`src/rtl/lfsr_pkg.sv`:
```
// Shared definitions for the 8-bit Galois LFSR and its round-robin arbiter:
// width, tap mask, FSM encoding, debug view and the single-step function.
package lfsr_pkg;

   localparam int                LFSR_W    = 8;
   localparam logic [LFSR_W-1:0] LFSR_TAPS = 8'h71;

   typedef enum logic [1:0] {
      ST_WARMUP = 2'd0,
      ST_SERVE  = 2'd1,
      ST_RESEED = 2'd2
   } arb_state_t;

   typedef struct packed {
      arb_state_t        state;
      logic [LFSR_W-1:0] lfsr;
      logic [7:0]        warm_cnt;
   } arb_dbg_t;

   // Left-shift Galois step for x^8+x^6+x^5+x^4+1
   function automatic logic [LFSR_W-1:0] lfsr_next(input logic [LFSR_W-1:0] q);
      return {q[LFSR_W-2:0], 1'b0} ^ (q[LFSR_W-1] ? LFSR_TAPS : '0);
   endfunction

endpackage

```
`src/rtl/lfsr8_galois.sv`:
```
// 8-bit Galois LFSR register. Reset loads SEED; load wins over step;
// with neither asserted the value holds.
module lfsr8_galois
   import lfsr_pkg::*;
#(
   parameter logic [LFSR_W-1:0] SEED = 8'h01
) (
   input  logic              clk,
   input  logic              reset,
   input  logic              load,
   input  logic [LFSR_W-1:0] load_val,
   input  logic              step,
   output logic [LFSR_W-1:0] q
);

   always_ff @(posedge clk) begin
      if (reset) begin
         q <= SEED;
      end else if (load) begin
         q <= load_val;
      end else if (step) begin
         q <= lfsr_next(q);
      end
   end

endmodule

```
`src/rtl/lfsr_rng_arbiter.sv`:
```
// Shares one LFSR among NUM_REQ requesters: warm-up after reset/reseed, then
// one registered grant per cycle, round-robin, each grant taking a fresh state.
//
// Handshake: a requester holds req high until it sees its gnt bit; gnt, valid
// and data are registered and last exactly one cycle. A requester whose gnt is
// high is not eligible on that edge, so dropping req one cycle late is safe.
module lfsr_rng_arbiter
   import lfsr_pkg::*;
#(
   parameter int                NUM_REQ = 4,
   parameter logic [LFSR_W-1:0] SEED    = 8'h01,
   parameter int                WARMUP  = 8
) (
   input  logic               clk,
   input  logic               reset,
   input  logic [NUM_REQ-1:0] req,
   input  logic               reseed,
   input  logic [LFSR_W-1:0]  seed_in,
   output logic [NUM_REQ-1:0] gnt,
   output logic               valid,
   output logic [LFSR_W-1:0]  data,
   output logic               ready,
   output arb_dbg_t           dbg
);

   localparam int PW = (NUM_REQ > 1) ? $clog2(NUM_REQ) : 1;

   arb_state_t        state, state_nx;
   logic [7:0]        warm_cnt, warm_cnt_nx;
   logic [PW-1:0]     rr_ptr;
   logic [LFSR_W-1:0] lfsr_q, load_val;
   logic              lfsr_load, lfsr_step, grant_en;
   logic [NUM_REQ-1:0] eligible;
   logic              win_found;
   logic [PW-1:0]     win_idx;
   int                idx_i;

   lfsr8_galois #(.SEED(SEED)) u_lfsr (
      .clk      (clk),
      .reset    (reset),
      .load     (lfsr_load),
      .load_val (load_val),
      .step     (lfsr_step),
      .q        (lfsr_q)
   );

   assign eligible = req & ~gnt;

   // First eligible requester at or after rr_ptr, wrapping
   always_comb begin
      win_found = 1'b0;
      win_idx   = '0;
      idx_i     = 0;
      for (int i = 0; i < NUM_REQ; i++) begin
         idx_i = (int'(rr_ptr) + i) % NUM_REQ;
         if (!win_found && eligible[PW'(idx_i)]) begin
            win_found = 1'b1;
            win_idx   = PW'(idx_i);
         end
      end
   end

   always_comb begin
      state_nx    = state;
      warm_cnt_nx = warm_cnt;
      lfsr_load   = 1'b0;
      lfsr_step   = 1'b0;
      load_val    = SEED;
      grant_en    = 1'b0;
      case (state)
         ST_WARMUP: begin
            lfsr_step   = 1'b1;
            warm_cnt_nx = warm_cnt + 8'd1;
            if (warm_cnt == 8'(WARMUP - 1)) state_nx = ST_SERVE;
         end
         ST_SERVE: begin
            if (reseed) begin
               // An all-zero seed would lock the LFSR, so fall back to SEED
               lfsr_load = 1'b1;
               load_val  = (seed_in == '0) ? SEED : seed_in;
               state_nx  = ST_RESEED;
            end else if (win_found) begin
               grant_en  = 1'b1;
               lfsr_step = 1'b1;
            end
         end
         ST_RESEED: begin
            warm_cnt_nx = '0;
            state_nx    = ST_WARMUP;
         end
         default: state_nx = ST_WARMUP;
      endcase
   end

   always_ff @(posedge clk) begin
      if (reset) begin
         state    <= ST_WARMUP;
         warm_cnt <= '0;
         rr_ptr   <= '0;
         gnt      <= '0;
         valid    <= 1'b0;
         data     <= '0;
      end else begin
         state    <= state_nx;
         warm_cnt <= warm_cnt_nx;
         if (grant_en) begin
            gnt    <= NUM_REQ'(1) << win_idx;
            valid  <= 1'b1;
            data   <= lfsr_q;
            rr_ptr <= (int'(win_idx) == NUM_REQ - 1) ? '0 : win_idx + PW'(1);
         end else begin
            gnt   <= '0;
            valid <= 1'b0;
         end
      end
   end

   assign ready = (state == ST_SERVE);

   assign dbg.state    = state;
   assign dbg.lfsr     = lfsr_q;
   assign dbg.warm_cnt = warm_cnt;

endmodule

```
`config.mk`:
```
export PLATFORM = sky130hd
export DESIGN_NAME = lfsr_rng_arbiter
export DESIGN_NICKNAME = d
export VERILOG_FILES = /design/src/rtl/lfsr_pkg.sv /design/src/rtl/lfsr8_galois.sv /design/src/rtl/lfsr_rng_arbiter.sv
export SDC_FILE = /design/constraint.sdc
export NUM_CORES = 1
export LEC_CHECK = 0
export BUFFER_PORTS_ARGS = -buffer_cell sky130_fd_sc_hd__buf_2
export CAP_MARGIN = 10
export CELL_PAD_IN_SITES_DETAIL_PLACEMENT = 2
export CELL_PAD_IN_SITES_GLOBAL_PLACEMENT = 2
export CORE_MARGIN = 2
export CORE_UTILIZATION = 32
export DETAILED_ROUTE_END_ITERATION = 7
export PLACE_DENSITY_LB_ADDON = 0.1
export SYNTH_ARGS = -nofsm -noshare
export SYNTH_HDL_FRONTEND = slang
export SYNTH_SLANG_ARGS = --single-unit
```
`constraint.sdc`:
```
create_clock -name clk -period 2.36 [get_ports clk]
set_clock_uncertainty 0.1 [all_clocks]
set_input_delay 0.354 -clock clk [delete_from_list [all_inputs] [get_ports clk]]
set_output_delay 0.354 -clock clk [all_outputs]
set_load 0.01 [all_outputs]
```
* Yosys cells after proc, flatten, opt, wreduce, memory -nomap -nowiden
Index checks and enable logic that the tools add are counted.
** Storage, ports and cells
- Register bits :: 33
- Input bits :: 15
- Output and inout port bits :: 32
- Word-level logic and storage cells :: 77
** Cells by class
- Add/sub/neg operators :: 5
- $lt $le $gt $ge :: 4
- Eq/ne operators :: 6
- Shift operators :: 1
- Muxes and demuxes :: 38
- Bitwise logic cells :: 4
- Reductions and logical operators :: 12
** Operators with widths (number)
- $mux 8 :: 5
- $mux 1 :: 18
- $lt 2x4->1 const B :: 4
- $pmux 8 s2 :: 1
- $mux 2 :: 7
- $add 8x1->8 const B :: 1
- $bmux 1 s2 :: 4
- $eq 8x3->1 const B :: 1
- $logic_not 8->1 :: 1
- $xor 8x8->8 :: 1
- $mux 7 :: 1
- $add 2x1->2 const B :: 2
- $add 2x2->2 const B :: 2
- $and 4x4->4 :: 1
- $eq 2x1->1 const B :: 2
- $ne 2x2->1 const B :: 2
- $not 4->4 :: 1
- $pmux 2 s2 :: 1
- $reduce_bool 2->1 :: 2
- $shl 1x2->4 const A :: 1
- $logic_and 1x1->1 :: 3
- $logic_not 1->1 :: 3
- $eq 2x2->1 const B :: 1
- $logic_not 2->1 :: 1
- other kinds (4) :: 4

* Longest topological paths before layout
Gate-level depths: netlist of run 1.
- Word-level depth :: 20
- Gate-level depth with buffers :: 7

* Hierarchy
Synthesis of run 1 repeated with hierarchy kept, for this count alone.
** Unflattened totals
- Cells, all modules :: 160
- Area total of the unflattened synthesis :: 1585.3 µm²
** By module, submodules not included
- lfsr_rng_arbiter :: instances 1, cells each 118, area an instance 1143.6 µm², seq. area each 500.5 µm²
- lfsr8_galois :: instances 1, cells each 42, area an instance 441.7 µm², seq. area each 160.2 µm²

* Worst setup path after synthesis of run 1
OpenSTA, ideal clock, no wires.
- Path type :: flip-flop to flip-flop
- From :: register gnt[0]
- To :: register u_lfsr.q[0]
- Setup time :: 120 ps
- Data arrival time :: 1407 ps
- Data required time :: 2140 ps
- Setup slack :: 734 ps
- Cell stages (with the launch flop) :: 6
- Path buffers :: 1
- Clock period less this slack :: 1626 ps
- Cells stage by stage :: dfxtp_1 > and2b_2 > nor4_4 > a31oi_4 > buf_6 > a211o_1
** Between the ends
- Longest elaborated chain between the ends :: 19
- Elaborated cells between the ends (all ways) :: 28
- Classes of those cells :: mux (19); bitwise (2); reduce/logical (7)
** RTL lines
- from (decl) :: line lfsr_rng_arbiter.sv:19 : output logic [NUM_REQ-1:0] gnt,
- from (signal assigned) :: line lfsr_rng_arbiter.sv:107 : gnt <= NUM_REQ'(1) << win_idx;
- $not 4->4 (*) :: line lfsr_rng_arbiter.sv:47 : assign eligible = req & ~gnt;
- $and 4x4->4 (*) :: line lfsr_rng_arbiter.sv:47
- $bmux 1 s2 :: line lfsr_rng_arbiter.sv:56 : if (!win_found && eligible[PW'(idx_i)]) begin
- $mux 1 (not written as such) (2 in series) :: line lfsr_rng_arbiter.sv:56
- $mux 1 :: line lfsr_rng_arbiter.sv:56
- $logic_not 1->1 :: line lfsr_rng_arbiter.sv:56
- $logic_and 1x1->1 :: line lfsr_rng_arbiter.sv:56
- $mux 1 :: line lfsr_rng_arbiter.sv:56
- [... 2 more ...]
- $mux 1 :: line lfsr_rng_arbiter.sv:56
- $logic_not 1->1 :: line lfsr_rng_arbiter.sv:56
- $logic_and 1x1->1 :: line lfsr_rng_arbiter.sv:56
- $mux 1 (*) :: line lfsr_rng_arbiter.sv:56
- $mux 1 (*) :: line lfsr_rng_arbiter.sv:82 : end else if (win_found) begin
- $mux 1 (*) :: line lfsr_rng_arbiter.sv:77 : if (reseed) begin
- $pmux 1 s2 (*) :: line lfsr_rng_arbiter.sv:70 : case (state)
- $reduce_bool 2->1 (no line) (*)
- to (signal assigned) :: line lfsr8_galois.sv:20 : q <= load_val;
- to (signal assigned) :: line lfsr8_galois.sv:22 : q <= lfsr_next(q);
- to (decl) :: line lfsr8_galois.sv:13 : output logic [LFSR_W-1:0] q
Mark *: on every way between the ends. The rest lies on a longest branch, timed or not. The select of a mux whose other input is x is not followed.
A chain may end at the register's enable or synchronous reset.

* Worst setup path after layout of run 1
- From :: register state[1]
- To :: register rr_ptr[1]
** Between the ends
- Longest elaborated chain between the ends :: 2
** RTL lines
- from (decl) :: line lfsr_rng_arbiter.sv:28 : arb_state_t state, state_nx;
- from (signal assigned) :: line lfsr_rng_arbiter.sv:104 : state <= state_nx;
- $eq 2x1->1 :: line lfsr_rng_arbiter.sv:70
- $mux 1 :: line lfsr_rng_arbiter.sv:70
- to (signal assigned) :: line lfsr_rng_arbiter.sv:110 : rr_ptr <= (int'(win_idx) == NUM_REQ - 1) ? '0 : win_idx + PW'(1);
- to (decl) :: line lfsr_rng_arbiter.sv:30 : logic [PW-1:0] rr_ptr;
No other way between the ends.

==> results of run 1 <==
metal layers:
metal	track usage	up-vias
li1	-	657
met1	0.224	662
met2	0.282	27
met3	0.0552	5
met4	0.0556	0
met5	0	-
logic make-up (layout without fill, tap and decap cells):
group	count (synthesis)	after routing
simple gates	59	59
flops	33	33
mux	7	7
buf+inv	12	60
fa+ha+maj	1	1
compound gates	38	38
xor+xnor	9	9
layout make-up:
type / count / area (um^2)
Clock buffer: 7 / 86.3
Tap cell: 54 / 67.6
Multi-Input combinational cell: 114 / 808
Sequential cell: 33 / 661
Fill cell: 532 / 2750
Clock inverter: 1 / 30.0
Timing Repair Buffer: 48 / 245
Inverter: 4 / 15.0
cells in the final DEF, fill, tap and decap left out, drive strengths merged, types with 2 or more instances in the layout:
cell type	instances
nor3	3
buf	48
nor2b	4
o221ai	2
a21oi	9
and3	2
o211ai	2
nor4	3
o22ai	2
a22o	8
xor2	4
xnor2	5
nand2	5
a211oi	4
nand3	6
a22oi	2
a31oi	2
dfxtp	33
o21ai	2
nand2b	5
inv	4
mux2i	7
and2b	3
clkbuf	7
nor2	24
stage by stage:
step / hold WS [ps] / std cells
after global placement: 357 / 253
after detailed placement: 358 / 253
after global routing: 350 / 261
final: 337 / 261
after floorplan: 327 / 159
after CTS: 335 / 261
power by group:
part           total [uW]  internal (uW)  switching [uW]
Combinational        96.9           42.6            54.3
Sequential            580            567            12.6
Clock                 549            344             204
Total                1230            954             271
how the worst max path moves through the flow:
| stage | from | end | slack, ps | depth (start not counted) |
|---|---|---|---|---|
| floorplan | gnt[0]$_SDFF_PP0_ | u_lfsr.q[0]$_SDFFE_PP1P_ | 730 | 5 |
| global placement | req[2] | rr_ptr[1]$_SDFFE_PP0N_ | 390 | 6 |
| detailed placement | req[2] | rr_ptr[1]$_SDFFE_PP0N_ | 270 | 6 |
| CTS | state[1]$_SDFFE_PP0P_ | rr_ptr[1]$_SDFFE_PP0N_ | 290 | 5 |
| global route | state[1]$_SDFFE_PP0P_ | rr_ptr[1]$_SDFFE_PP0N_ | 90 | 5 |
| finish | state[1]$_SDFFE_PP0P_ | rr_ptr[1]$_SDFFE_PP0N_ | 350 | 5 |
sequential cells by signal, summed over array words and instances (netlist names):
signal    flops
rr_ptr        2
gnt           4
warm_cnt      8
u_lfsr.q      8
data          8
valid         1
state         2
worst max-delay path, delay by kind of cell (launching register included):
family          cells  cell delay, ps
simple gates        3            1060
flops               1             400
compound gates      2             380
==> metrics.md, run 1 <==
| Metric | Value |
|---|---|
| Outcome | finished, final reports clean |
| Overall power | 1230 uW |
| First-pass GRT wire length | 7150 um |
| Syn. warnings | 0 |
| Slowest stage delay, CP | 690 ps |
| Top cell type by total area after synthesis | dfxtp_1 |
| Worst R2R Start | state[1]$_SDFFE_PP0P_ |
| Startpoint class of the critical path | register |
| Slew HR | 0.397 |
| Total number of vias | 1351 |
| H-tree levels | 2 |
| Largest family of logic cells by synthesized area | simple AND/OR/NAND/NOR gates |
| Sink Count | 33 |
| Post-CTS sizing | 0 |
| Unrepaired setup endpoints after global routing | no |
| Average routed wire per standard cell | 16.5 um |
| Crit end category | register |
| Sequential-to-total area share from yosys stat | 0.431 |
| Crit path DAT | 2120 ps |
| Met3 routed wirelength | 187 um |
| Peak VDD IR | 0.240 mV |
| Worst hold start | seed_in[7] |
| Largest net degree at the start of global routing | 16 |
| Die Height | 73.2 um |
| Total CTS buffers | 5 |
| Final wirelength | 4310 um |
| # IOs | 47 |
| Post-CTS setup buffer count | 0 |
| Compound-cell area share of the yosys netlist | 0.200 |
| Worst path slowest cell | nor3_2 |
| Max clock buf depth | 2 |
| R2R setup slack | 350 ps |
| Drt drc | 0 |
| Final setup viols | 0 |
| Slew Viols, Final | 0 |
| Mean Syn Cell Area | 9.65 um^2 |
| Layout cells sized above 1 | 0.333 |
| Simple-gate portion of the synthesized area | 0.222 |
| Worst Max-Slew Pin Slew | 899 ps |
| Die Area | 0.00536 mm^2 |
| Critical Path, Cell by Cell | and2b_1, nand2_1, nor3_2, a31oi_1, o211ai_2 |
| All-Layer GR Usage | 0.176 |
| Iter 0 DRT Violations | 15 |
| Overflow after GRT | 0 |
| Port buffer count | 46 |
| Cell area after layout | 0.00191 mm^2 |
| Max Freq | 497 MHz |
| CTS hold repair buffers | 0 |
| Top cell types by occurrence after synthesis | 33 x dfxtp_1, 24 x nor2_1, 9 x a21oi_1 |
| Yosys top cell area share | 0.431 |
| Hpwl dp | 3420 um |
| Seq cells post-synth | 33 |
| Synth Instances | 159 |
| Worst skew pair latency | 290 ps |
| Mux cell area share after synthesis | 0.0457 |
| Synthesis-to-layout area growth | 24.7% |
| Hold path cells | 3 |
| Final setup margin | 347 ps |
| EDFF count, synth | 0 |
| Ys async rst share | 0 |
| Clock-pin slew on the worst setup and hold paths | 70 ps |
| Req. time, crit path | 2470 ps |
| Synth Cell Area | 0.00153 mm^2 |
| Place WS | 274 ps |
| Antenna Nets Post-Route | 0 |
| Die Wd | 73.2 um |
| Post-DP Area | 0.00180 mm^2 |
| Yosys cell types | 44 |
| Drt first pass iters | 4 |
| Worst min path class | input pin to register |
| Core footprint | 0.00466 mm^2 |
| Antenna violations before repair | 0 |
| CTS tree | built |
| Highest metal used | met4 |
| Count leader, synth | dfxtp_1 |
| Routed vias/inst | 5.18 |
| XOR/XNOR Fraction of Synth Area | 0.0514 |
| Wire length on met1 | 1930 um |
| Endpoints failing hold | 0 |
| Max-cap violations | 0 |
| Initial core utilization | 0.329 |
| Met2 wire len | 2140 um |
| Setup TNS Final | 0 ps |
| Critical R2R Capture | rr_ptr[1]$_SDFFE_PP0N_ |
| Minimum clock period | 2010 ps |
| Syn Nets | 175 |
| Row cnt | 25 |
| R2R cell count | 5 |
| Ant diodes | 0 |
| Final Util | 0.410 |
| Critical path class | register to register |
| Worst Hold Endpoint | u_lfsr.q[7]$_SDFFE_PP0P_ |
| Synth area leaders | dfxtp_1 43%, nor2_1 5.9%, a22o_1 4.6% |
| Pwr dens | 640 mW/mm^2 |
| Worst-path maximum fanout | 14 |
| Area share of fa/ha/maj cells after synthesis | 0.00816 |
| Vias in the first global route | 1400 |
| Routability cong. | 0.741 |
| Crit share post-route | 0.853 |
| Root Buffer Master | clkbuf_8 |
| Ys flop type | dfxtp_1 |
| Nets | 222 |
| P_leak | 0.000931 uW |
Note: power is estimated with default switching activity, not from simulation.
==> run 2: changes to the inputs <==
CTS_CLUSTER_SIZE = 30   (was unset)
SETUP_SLACK_MARGIN = 0.5   (was unset)
==> run 2 against run 1 <==
Effect of this change: setup slack improved by 230 ps; via count increased by 0.52%; hold slack about the same; sequential power about the same; largest power group unchanged; highest routed layer unchanged.
==> metrics.md, run 2 (synthesized netlist as in run 1, its figures left out) <==
| Metric | Value |
|---|---|
| Outcome | finished, final reports clean (unchanged) |
| Slew HR | 0.694 (was 0.397) |
| Vias in the first global route | 1409 (was 1400) |
| Final setup viols | 0 (unchanged) |
| Pwr dens | 633 mW/mm^2 (was 640 mW/mm^2) |
| Ant diodes | 0 (unchanged) |
| Iter 0 DRT Violations | 19 (was 15) |
| Most common cell after layout, fill and taps aside | buf_2 (unchanged) |
| Sequential Power Share | 0.473 (about the same) |
| Minimum clock period | 1780 ps (was 2010 ps) |
| Max Freq | 561 MHz (was 497 MHz) |
| Biggest regs | data (8), u_lfsr.q (8), warm_cnt (8) (unchanged) |
| Cell area after layout | 0.00193 mm^2 (was 0.00191 mm^2) |
| Worst skew pair latency | 290 ps (about the same) |
| Clock-pin slew on the worst setup and hold paths | 70 ps (about the same) |
| Crit share post-route | 0.755 (was 0.853) |
| Routability cong. | 0.741 (unchanged) |
| Worst min path class | input pin to register (unchanged) |
| Slowest stage delay, CP | 390 ps (was 690 ps) |
| Max-cap violations | 0 (unchanged) |
| P_int | 954 uW (about the same) |
| Critical Path, Cell by Cell | and2b_2, nor4_4, a31oi_4, and2b_2, a211o_1 (was and2b_1, nand2_1, nor3_2, a31oi_1, o211ai_2) |
| P_leak | 0.000939 uW (was 0.000931 uW) |
| Drt drc | 0 (unchanged) |
| Max clock buf depth | 2 (unchanged) |
| Layout cells sized above 1 | 0.340 (was 0.333) |
| Post-DP Area | 0.00180 mm^2 (unchanged) |
| Average routed wire per standard cell | 16.4 um (was 16.5 um) |
| First-pass GRT wire length | 7180 um (was 7150 um) |
| All-Layer GR Usage | 0.176 (about the same) |
| Crit path DAT | 1860 ps (was 2120 ps) |
| Routed vias/inst | 5.16 (was 5.18) |
| Critical path class | register to register (unchanged) |
| Nets | 224 (was 222) |
| Total CTS buffers | 5 (unchanged) |
| Worst path buffer plus inverter count | 0 (unchanged) |
| CTS hold repair buffers | 0 (unchanged) |
| Worst-path maximum fanout | 13 (was 14) |
| H-tree levels | 2 (unchanged) |
| Antenna Nets Post-Route | 0 (unchanged) |
| CP top delay family | compound AO/OA/AOI/OAI gates (was simple AND/OR/NAND/NOR gates) |
| Clock share of power | 0.447 (was 0.448) |
| Antenna violations before repair | 0 (unchanged) |
| Setup TNS Final | 0 ps (unchanged) |
| Comb power frac | 0.079 (about the same) |
| CTS tree | built (unchanged) |
| Worst Max-Slew Pin Slew | 458 ps (was 899 ps) |
| Overall power | 1230 uW (about the same) |
| Overflow after GRT | 0 (unchanged) |
| Port buffer count | 46 (unchanged) |
| Most frequent CP cell | and2b_2 |
| Die Wd | 73.2 um (unchanged) |
| Die Height | 73.2 um (unchanged) |
| Sink Count | 33 (unchanged) |
| Initial core utilization | 0.329 (unchanged) |
| Peak VDD IR | 0.241 mV (was 0.240 mV) |
| Final wirelength | 4310 um (about the same) |
| Drt first pass iters | 4 (unchanged) |
| Req. time, crit path | 2440 ps (was 2470 ps) |
| Unrepaired setup endpoints after global routing | yes (was no) |
| Sw Ratio | 0.221 (was 0.222) |
| Slew Viols, Final | 0 (unchanged) |
| Largest net degree at the start of global routing | 16 (unchanged) |
| Row cnt | 25 (unchanged) |
| Commonest cells after routing, fill and taps aside | 46 x buf_2, 33 x dfxtp_1, 24 x nor2_1 (unchanged) |
| Startpoint class of the critical path | register (unchanged) |
| Sw Pwr | 271 uW (about the same) |
| Worst path slowest cell | a31oi_4 (was nor3_2) |
| Die Area | 0.00536 mm^2 (unchanged) |
| Core footprint | 0.00466 mm^2 (unchanged) |
| Endpoints failing hold | 0 (unchanged) |
| Synthesis-to-layout area growth | 26.1% (was 24.7%) |
| Hpwl dp | 3420 um (unchanged) |
| Root Buffer Master | clkbuf_8 (unchanged) |
| Crit end category | register (unchanged) |
| Total number of vias | 1358 (was 1351) |
| # IOs | 47 (unchanged) |
## run 2: through the flow
stage / hold WS, ps / utilization / setup slack (ps) / cells
after floorplan: 327 / - / 734 / 159
after global placement: 357 / 0.386 / 391 / 253
after detailed placement: 358 / 0.386 / 274 / 253
after CTS: 335 / 0.412 / 512 / 261
after global routing: 352 / 0.415 / 490 / 263
final: 337 / 0.415 / 577 / 263
## run 2: final timing paths
path                                            from                       end  slack, ps  depth (start not counted)
worst max-delay path               gnt[0]$_SDFF_PP0_  u_lfsr.q[0]$_SDFFE_PP1P_        580                          5
worst min-delay path                      seed_in[7]  u_lfsr.q[7]$_SDFFE_PP0P_        340                          3
worst max register to register     gnt[0]$_SDFF_PP0_  u_lfsr.q[0]$_SDFFE_PP1P_        580                          5
worst min register to register  data[2]$_SDFFE_PP0N_      data[2]$_SDFFE_PP0N_        370                          1
## run 2: routing by layer
metal	GRT usage	vias up	wire length (um)
met5	0	-	0
met4	0.0556	0	55
met3	0.0552	5	182
met2	0.287	27	2160
met1	0.221	665	1910
li1	-	661	-
## run 2: cell type report
type / count / area, um^2
clock buffer: 7 / 86.3
clock inverter: 1 / 30.0
tap: 54 / 67.6
fill: 528 / 2730
timing repair buffer: 50 / 260
multi-input combinational: 114 / 815
sequential: 33 / 661
inverter: 4 / 15.0
## run 2: worst min-delay path, stage by stage
cell	delay (ps)
buf_2	120
mux2i_1	120
a211oi_1	80
## run 2: repair_timing
action	in CTS	in global routing
setup endpoints to repair	14	6
buffers inserted	0	2
pin swaps	0	2
resized for setup	1	0
## run 2: power by group through the flow
stage / sequential [uW] / clock [uW] / combinational [uW]
final: 580 / 548 / 97.2
after global placement: 592 / 0 / 93.0
after CTS: 580 / 567 / 99.0
after detailed placement: 593 / 0 / 98.2
after floorplan: 594 / 0 / 54.8
after global routing: 582 / 600 / 108
==> run 3: changes to the inputs <==
CORE_UTILIZATION = 27   (was 32)
clock period = 1.55 ns   (was 2.36 ns; I/O delays follow)
==> run 3 against run 2 <==
Effect of this change: the flow now finishes with violations (setup timing); combinational power rose to 2.7 times the previous value; hold slack worse by 130 ps; cell area up 51%; setup slack worse by 710 ps; critical endpoint is now u_lfsr.q[5]$_SDFFE_PP0P_.
==> metrics.md, run 3 (synthesized netlist as in run 1, its figures left out) <==
| Metric | Value |
|---|---|
| Vias in the first global route | 1825 (was 1409) |
| Sequential Power Share | 0.462 (was 0.473) |
| Worst-path maximum fanout | 10 (was 13) |
| Peak VDD IR | 0.356 mV (was 0.241 mV) |
| Critical Path, Cell by Cell | nor2b_4, nor4_4, buf_4, a31oi_4, buf_8, mux2i_1, nor2_1 (was and2b_2, nor4_4, a31oi_4, and2b_2, a211o_1) |
| Antenna Nets Post-Route | 0 (unchanged) |
| Pwr dens | 646 mW/mm^2 (was 633 mW/mm^2) |
| Port buffer count | 46 (unchanged) |
| CTS tree | built (unchanged) |
| Final setup viols | 21 (was 0) |
| Unrepaired setup endpoints after global routing | yes (unchanged) |
| Clock-pin slew on the worst setup and hold paths | 70 ps (about the same) |
| Worst path buffer plus inverter count | 2 (was 0) |
| Outcome | complete, but fails checks (was finished, final reports clean) |
| Most common cell after layout, fill and taps aside | buf_6 (was buf_2) |
| Slowest stage delay, CP | 370 ps (was 390 ps) |
| H-tree levels | 2 (unchanged) |
| Sink Count | 33 (unchanged) |
| Max clock buf depth | 2 (unchanged) |
| Final wirelength | 7160 um (was 4310 um) |
| Clock share of power | 0.399 (was 0.447) |
| Final Util | 0.530 (was 0.415) |
| Layout cells sized above 1 | 0.713 (was 0.340) |
| Max Freq | 594 MHz (was 561 MHz) |
| Crit end category | register (unchanged) |
| Slew HR | 0.739 (was 0.694) |
| Hpwl dp | 3710 um (was 3420 um) |
| Final setup margin | -132 ps (was 577 ps) |
| Worst path slowest cell | dfxtp_4 (was a31oi_4) |
| Die Height | 79.4 um (was 73.2 um) |
| Commonest cells after routing, fill and taps aside | 48 x buf_6, 29 x buf_4, 20 x nor2_1 (was 46 x buf_2, 33 x dfxtp_1, 24 x nor2_1) |
| Endpoints failing hold | 0 (unchanged) |
| Worst skew pair latency | 300 ps (was 290 ps) |
| Die Area | 0.00630 mm^2 (was 0.00536 mm^2) |
| Worst min path class | input pin to register (unchanged) |
| Synthesis-to-layout area growth | 90.2% (was 26.1%) |
| Max-cap violations | 0 (unchanged) |
| Iter 0 DRT Violations | 36 (was 19) |
| P_leak | 0.00129 uW (was 0.000939 uW) |
| Row cnt | 27 (was 25) |
| Violated checks | setup timing |
| Crit path DAT | 1760 ps (was 1860 ps) |
| Average routed wire per standard cell | 21.7 um (was 16.4 um) |
| Biggest regs | data (8), u_lfsr.q (8), warm_cnt (8) (unchanged) |
| # IOs | 47 (unchanged) |
| Critical path class | register to register (unchanged) |
| Comb power frac | 0.139 (was 0.079) |
| Worst Max-Slew Pin Slew | 388 ps (was 458 ps) |
| Overflow after GRT | 0 (unchanged) |
| Core footprint | 0.00551 mm^2 (was 0.00466 mm^2) |
| Startpoint class of the critical path | register (unchanged) |
| Drt drc | 0 (unchanged) |
| P_int | 1380 uW (was 954 uW) |
| Largest net degree at the start of global routing | 15 (was 16) |
| CTS hold repair buffers | 0 (unchanged) |
| First-pass GRT wire length | 9500 um (was 7180 um) |
| CP top delay family | flip-flops (was compound AO/OA/AOI/OAI gates) |
| DP Cell Count | 284 (was 253) |
| Initial core utilization | 0.279 (was 0.329) |
| Die Wd | 79.4 um (was 73.2 um) |
| Root Buffer Master | clkbuf_8 (unchanged) |
| Minimum clock period | 1680 ps (was 1780 ps) |
| Routed vias/inst | 4.96 (was 5.16) |
| Ant diodes | 0 (unchanged) |
| Nets | 273 (was 224) |
| Drt first pass iters | 4 (unchanged) |
| Routability cong. | 0.770 (was 0.741) |
| Total CTS buffers | 5 (unchanged) |
| Slew Viols, Final | 0 (unchanged) |
| Sw Ratio | 0.266 (was 0.221) |
| All-Layer GR Usage | 0.198 (was 0.176) |
| Crit share post-route | 1.09 (was 0.755) |
| Total number of vias | 1637 (was 1358) |
| Sw Pwr | 500 uW (was 271 uW) |
| Layout Cells excl Fill | 330 (was 263) |
| Req. time, crit path | 1630 ps (was 2440 ps) |
| Antenna violations before repair | 0 (unchanged) |
## run 3: cell types whose count changed in the layout (fill, tap and decap cells not counted), moves of 5 or more
cell     delta
dfxtp_2    +15
dfxtp_4    +16
buf_4      +25
buf_6      +48
dfxtp_1    -31
buf_2      -31
nand3_1     -5
## run 3: worst register-to-register path, cell delays in order, from the launching register on
cell and delay (ps):
dfxtp_4 370, nor2b_4 180, nor4_4 70, buf_4 150, a31oi_4 210, buf_8 190
mux2i_1 230, nor2_1 80
## run 3: area by class of cell
cell class	instances	area, um^2
inverter	4	15.0
multi-input combinational	114	1010
fill	545	2590
timing repair buffer	99	958
sequential	33	739
tap	72	90.1
clock buffer	7	96.3
clock inverter	1	5.00
## run 3: repair_timing
action | CTS | global route
setup endpoints to repair | 64 | 65
pin swaps | 11 | 24
gates resized for setup | 85 | 35
setup buffers | 21 | 16
gates cloned | 0 | 1
## run 3: routing by layer
layer / global-route usage / part of all wire / up-vias
li1: - / - / 762
met1: 0.216 / 0.39 / 818
met2: 0.375 / 0.55 / 46
met3: 0.0532 / 0.037 / 11
met4: 0.0534 / 0.021 / 0
met5: 0 / 0 / -
## run 3: final timing paths
kind,start,to,slack [ps],cells after the start
worst max register to register,gnt[1]$_SDFF_PP0_,u_lfsr.q[5]$_SDFFE_PP0P_,-130,7
worst min-delay path,seed_in[3],u_lfsr.q[3]$_SDFFE_PP0P_,210,3
worst min register to register,data[3]$_SDFFE_PP0N_,data[3]$_SDFFE_PP0N_,380,1
worst max-delay path,gnt[1]$_SDFF_PP0_,u_lfsr.q[5]$_SDFFE_PP0P_,-130,7
## run 3: per-stage QoR
stage / worst slack [ps] / area [um^2] / hold WS (ps) / TNS (ps) / total power (uW)
global placement: -255 / 2010 / 355 / -2950 / 1070
detailed placement: -344 / 2010 / 360 / -5060 / 1080
floorplan: -37.2 / 1620 / 205 / -92.1 / 998
finish: -132 / 2920 / 211 / -1520 / 1880
CTS: -164 / 2620 / 189 / -2680 / 1850
global route: -225 / 2920 / 229 / -3110 / 1960
## run 3: power by group through the flow
stage	combinational [uW]	sequential (uW)	clock [uW]
finish	262	871	751
global route	280	872	806
CTS	228	867	752
detailed placement	172	906	0
global placement	164	904	0
floorplan	92.5	906	0
